### config.mk
export PLATFORM = sky130hd
export DESIGN_NAME = route_sequencer
export DESIGN_NICKNAME = d
export VERILOG_FILES = /design/src/rtl/route_sequencer.sv
export SDC_FILE = /design/constraint.sdc
export NUM_CORES = 1
export LEC_CHECK = 0
export CORE_MARGIN = 10
export CORE_UTILIZATION = 58
export CTS_CLUSTER_DIAMETER = 30
export CTS_CLUSTER_SIZE = 10
export DETAILED_ROUTE_END_ITERATION = 16
export GPL_TIMING_DRIVEN = 0
export PLACE_DENSITY = 0.76
export SYNTH_ARGS = -nofsm -noshare
export SYNTH_HDL_FRONTEND = slang
export SYNTH_SLANG_ARGS = --single-unit
### constraint.sdc
create_clock -name CLK -period 2 [get_ports CLK]
set_input_delay 0.4 -clock CLK [delete_from_list [all_inputs] [get_ports CLK]]
set_output_delay 0.4 -clock CLK [all_outputs]
set_load 0.005 [all_outputs]
### src/rtl/route_sequencer.sv
// Route sequencer: walks a train route through 16 steps. Each step waits for a
// debounced condition from the downstream selector and flags an overlong dwell.
module route_sequencer #(
    parameter int unsigned DEBOUNCE_CYCLES = 4,
    parameter int unsigned DWELL_CYCLES    = 16
) (
    input  logic       CLK,
    input  logic       RST,
    input  logic       Start,
    input  logic       Abort,
    input  logic       Y,
    output logic [4:0] Selector,
    output logic       Enable,
    output logic       TIMER,
    output logic [1:0] Motor,
    output logic       Busy,
    output logic       Done
);

    typedef enum logic [2:0] {
        sIdle,
        sArm,
        sWait,
        sAdvance,
        sDone
    } stateT;

    localparam logic [1:0]  MotorStop    = 2'b00;
    localparam logic [1:0]  MotorFwd     = 2'b01;
    localparam logic [1:0]  MotorRev     = 2'b10;
    localparam logic [7:0]  DebounceLast = 8'(DEBOUNCE_CYCLES - 1);
    localparam logic [15:0] DwellLimit   = 16'(DWELL_CYCLES);

    stateT       state;
    stateT       nextState;
    logic [3:0]  step;
    logic [7:0]  debounceCnt;
    logic [15:0] dwellCnt;
    logic        conditionMet;
    logic        lastStep;
    logic        abortRun;

    // The step index is only four bits wide, so Selector can never exceed 15.
    assign conditionMet = Y && (debounceCnt == DebounceLast);
    assign lastStep     = (step == 4'd15);
    assign abortRun     = Abort && (state != sIdle);

    function automatic logic [1:0] motorFor(input logic [3:0] s);
        if (s <= 4'd5)      return MotorFwd;
        else if (s <= 4'd9) return MotorStop;
        else                return MotorRev;
    endfunction

    // NOTE: sequential state uses non-blocking assignments so every register
    // samples the values from before the edge, independent of block order.
    always_ff @(posedge CLK or posedge RST) begin
        if (RST) state <= sIdle;
        else     state <= nextState;
    end

    // NOTE: nextState is given a default before the case so no path through
    // this combinational block leaves it unassigned (which would infer a latch).
    always_comb begin
        nextState = state;
        unique case (state)
            sIdle:    if (Start && !Abort) nextState = sArm;
            sArm:     nextState = sWait;
            sWait:    if (conditionMet) nextState = sAdvance;
            sAdvance: nextState = lastStep ? sDone : sArm;
            sDone:    nextState = sIdle;
            default:  nextState = sIdle;
        endcase
        if (abortRun) nextState = sIdle;
    end

    // NOTE: these counters are control state, so they take the asynchronous
    // reset along with the state register; nothing here is a memory array.
    always_ff @(posedge CLK or posedge RST) begin
        if (RST) begin
            step        <= '0;
            debounceCnt <= '0;
            dwellCnt    <= '0;
        end else if (abortRun) begin
            step        <= '0;
            debounceCnt <= '0;
            dwellCnt    <= '0;
        end else begin
            unique case (state)
                sIdle: begin
                    step        <= '0;
                    debounceCnt <= '0;
                    dwellCnt    <= '0;
                end
                sArm: begin
                    debounceCnt <= '0;
                    dwellCnt    <= '0;
                end
                sWait: begin
                    debounceCnt <= Y ? debounceCnt + 8'd1 : '0;
                    if (dwellCnt != DwellLimit) dwellCnt <= dwellCnt + 16'd1;
                end
                sAdvance: if (!lastStep) step <= step + 4'd1;
                sDone:    step <= '0;
                default:  step <= '0;
            endcase
        end
    end

    // Outputs decode only registered state, so none of them depends on an input.
    always_comb begin
        Selector = {1'b0, step};
        Enable   = 1'b0;
        TIMER    = 1'b0;
        Motor    = MotorStop;
        Busy     = 1'b1;
        Done     = 1'b0;
        unique case (state)
            sIdle: Busy = 1'b0;
            sArm: begin
                Enable = 1'b1;
                Motor  = motorFor(step);
            end
            sWait: begin
                Enable = 1'b1;
                TIMER  = (dwellCnt == DwellLimit);
                Motor  = motorFor(step);
            end
            sAdvance: Motor = motorFor(step);
            sDone:    Done  = 1'b1;
            default:  Busy  = 1'b0;
        endcase
    end

    assert property (@(posedge CLK) disable iff (RST) Motor != 2'b11);
    assert property (@(posedge CLK) disable iff (RST) Done |=> !Done);

endmodule

==> flow_summary.toml <==
[cts]
htree_levels = 2
numCtsBuffers = 5
tritoncts = "done"
clkLatencyLatePin_ps = 340
ctsHoldBuffers = 0
clock-sinks = 31
clock-root-buffer = "clkbuf_4"
clk_pin_slew_worst_paths_ps = 100
clock_path_buffers = 2

[global_routing]
grt_usage = 0.1740
grt_pass1_wl_um = 8866
grt_pass1_vias = 1870
grt-ovfl-total = 0
grt_max_degree = 32
grt_antenna_before_repair = 0

[critical_path]
worst_setup_path_start_kind = "flop"
worstPathMaxFanout = 5
worstSetupPathType = "flop to output pin"
cp-end-kind = "output pin"
required_ps = 1600
cp.arrival_ps = 1860

[sta]
fin_ws_ps = -257.5
drv_slew = 0
skew_ps = 9.051
finalHoldViolCount = 0
fmax_mhz = 443.0
period_minus_slack_ps = 2257
post-route-period-util = 1.129
grt_setup_unrepaired = "true"
slew_headroom = 0.2044
setup_viol = 2
worst_slew_pin_slew_ps = 1192

[power]
ir_drop_v = 0.0003778
power.density_mw_per_mm2 = 591.3
switching_power_uw = 461.1
p_int_uw = 1026
p_leak_uw = 0.001042
seqPwrFrac = 0.442
power.share.switching = 0.3101
combinationalPowerShare = 0.266
pwr-share-clk = 0.293

[cells_and_area]
fin_util = 0.7596
diodes = 0
fillCellCount = 227
nets = 268
drive_above_1_share = 0.2840
area_growth_pct = 27.62

[detailed_routing]
via_per_inst = 6.406
drtIter0Drc = 208
routedWlPerCell_um = 17.78
routed_wl_um = 5387
drc = 0
drtPass1Iterations = 5
antenna_left = 0
vias = 1941

[logic_synthesis]
yosysSeqAreaShare = 0.3937
synth-main-ff-cell = "dfrtp_1"
postSynthAreaPerCell_um2 = 9.040
synth_enable_flop_cells = 0
ys_top_cells_by_area = "dfrtp_1 (39%), ha_1 (4.4%), o21ai_0 (4.3%), nand3_1 (3.6%), a21oi_1 (3.3%)"
syn_nets = 230
yosysTopAreaCell = "dfrtp_1"
synth_area_mm2 = 0.001971
ys_types = 47
synth_warnings = 0
synth_seq_cells = 31
ys_async_sr_fraction = 1.000
netlist.area_leader.share = 0.3937
postSynthCellCount = 218

[outcome]
violations = "negative setup slack"
status = "complete, but fails checks"

[run]
drv_cap = 0

[floorplanning]
die_w_um = 78.29
die_area_mm2 = 0.006129
initial_core_util = 0.5952
die_h_um = 78.29
core_mm2 = 0.003311
rows = 21
num_io_pins = 16

[placement]
gp_congestion = 0.9308
place_hpwl_um = 3198
io_buffers = 14
pre_cts_slack_ps = -575.1

[worst_hold_path]
hp-class = "flop to flop"
==> registers in the layout, summed over array words and instances, names as in the netlist <==
name,flops
debounceCnt,8
dwellCnt,16
state,3
step,4
==> routing by layer <==
layer  share of wire  vias up  global-route usage
met5               0        -                   0
met3           0.072       14             0.04442
li1                -      888                   -
met2            0.49      101              0.2664
met4           0.018        0             0.07706
met1            0.42      938              0.2259
==> cell families (layout without fill, tap and decap cells) <==
family | Yosys count | count (layout) | share of synthesized area
multiplexers | 3 | 3 | 0.01524
flip-flops | 31 | 31 | 0.3936
buffers and inverters | 25 | 64 | 0.06793
XOR/XNOR | 5 | 5 | 0.02222
AO/OA/AOI/OAI | 58 | 58 | 0.1854
other | 1 | 1 | 0.001903
adder cells (fa/ha/maj) | 7 | 7 | 0.04444
AND/OR/NAND/NOR | 88 | 88 | 0.2692
==> cells in the final DEF (no fill, tap or decap), types with 6 or more instances in the layout <==
cell type | netlist | layout
nor4_1 | 9 | 7
nand4_1 | 7 | 7
a31oi_1 | 8 | 8
inv_1 | 13 | 9
clkdlybuf4s50_1 | 0 | 8
clkbuf_4 | 0 | 6
dfrtp_1 | 31 | 25
nor3_1 | 7 | 7
dfrtp_2 | 0 | 6
buf_4 | 2 | 19
nand2_1 | 16 | 16
nand3_1 | 14 | 14
a21oi_1 | 13 | 13
o21ai_0 | 17 | 17
==> worst paths after layout <==
kind,startpoint,end,slack (ps),cells past startpoint
worst min-delay path,debounceCnt[7]$_DFFE_PP0P_,debounceCnt[7]$_DFFE_PP0P_,560,2
worst min register to register,debounceCnt[7]$_DFFE_PP0P_,debounceCnt[7]$_DFFE_PP0P_,560,2
worst max register to register,dwellCnt[1]$_DFFE_PP0P_,dwellCnt[14]$_DFFE_PP0P_,-10,7
max in group asynchronous,RST,dwellCnt[0]$_DFFE_PP0P_,540,2
min in group asynchronous,RST,debounceCnt[6]$_DFFE_PP0P_,670,2
worst max-delay path,dwellCnt[8]$_DFFE_PP0P_,TIMER,-260,5
==> worst max-delay path, stage by stage, from the launching register on <==
cell	delay [ps]
dfrtp_1	450
nor4_2	360
nand4_1	180
clkbuf_8	180
nor4b_4	190
buf_2	150
==> per-stage QoR <==
stage / area (µm²) / setup TNS, ps / hold WS, ps / cells / total power, µW
2_1_floorplan: 1971 / 0 / 486.6 / 218 / 844.5
3_3_place_gp: 2168 / -4352 / 520.5 / 278 / 947.8
3_5_place_dp: 2168 / -5404 / 534.6 / 278 / 957.9
4_1_cts: 2411 / -531.5 / 550.7 / 303 / 1442
5_1_grt: 2515 / -639.3 / 579.5 / 303 / 1564
6_report: 2515 / -271.7 / 556.6 / 303 / 1487
==> final cells by class <==
cell class | count | area, µm² | area share
Buffer | 12 | 100.1 | 0.03980
Tap cell | 46 | 57.56 | 0.02289
Multi-Input combinational cell | 162 | 1211 | 0.4816
Sequential cell | 31 | 783.3 | 0.3114
Timing Repair Buffer | 31 | 245.2 | 0.09751
Inverter | 13 | 48.80 | 0.01940
Clock buffer | 8 | 68.82 | 0.02736
==> power by group through the flow <==
stage	clock [µW]	sequential (µW)	combinational (µW)
6_report	435	657	395
4_1_cts	444	654	343
3_3_place_gp	0	675	272
3_5_place_dp	0	677	280
2_1_floorplan	0	672	173
5_1_grt	471	659	434
==> synth_stat cells (2+ instances only) <==
library cell  instances
buf_4                 2
o21a_1                2
nor4_1                9
nor3b_1               2
o21ai_0              17
or4_4                 2
nand4_1               7
a211oi_1              2
a21o_1                3
o22ai_1               2
nor2_1                8
xnor2_1               5
dfrtp_1              31
and2_1                3
a41oi_1               2
inv_1                13
ha_1                  7
nand2_1              16
and3_1                5
a21oi_1              13
mux2i_1               3
buf_6                 3
and4_2                2
clkbuf_1              6
nand3_1              14
nor3_1                7
nor4b_1               5
a31oi_1               8
==> timing repair <==
| action | CTS | global route |
|---|---|---|
| endpoints found under the setup margin | 6 | 21 |
| gates resized for setup | 35 | 24 |
| setup buffers | 17 | 4 |
| pin swaps | 1 | 7 |
Power figures use the tool's default switching activity.
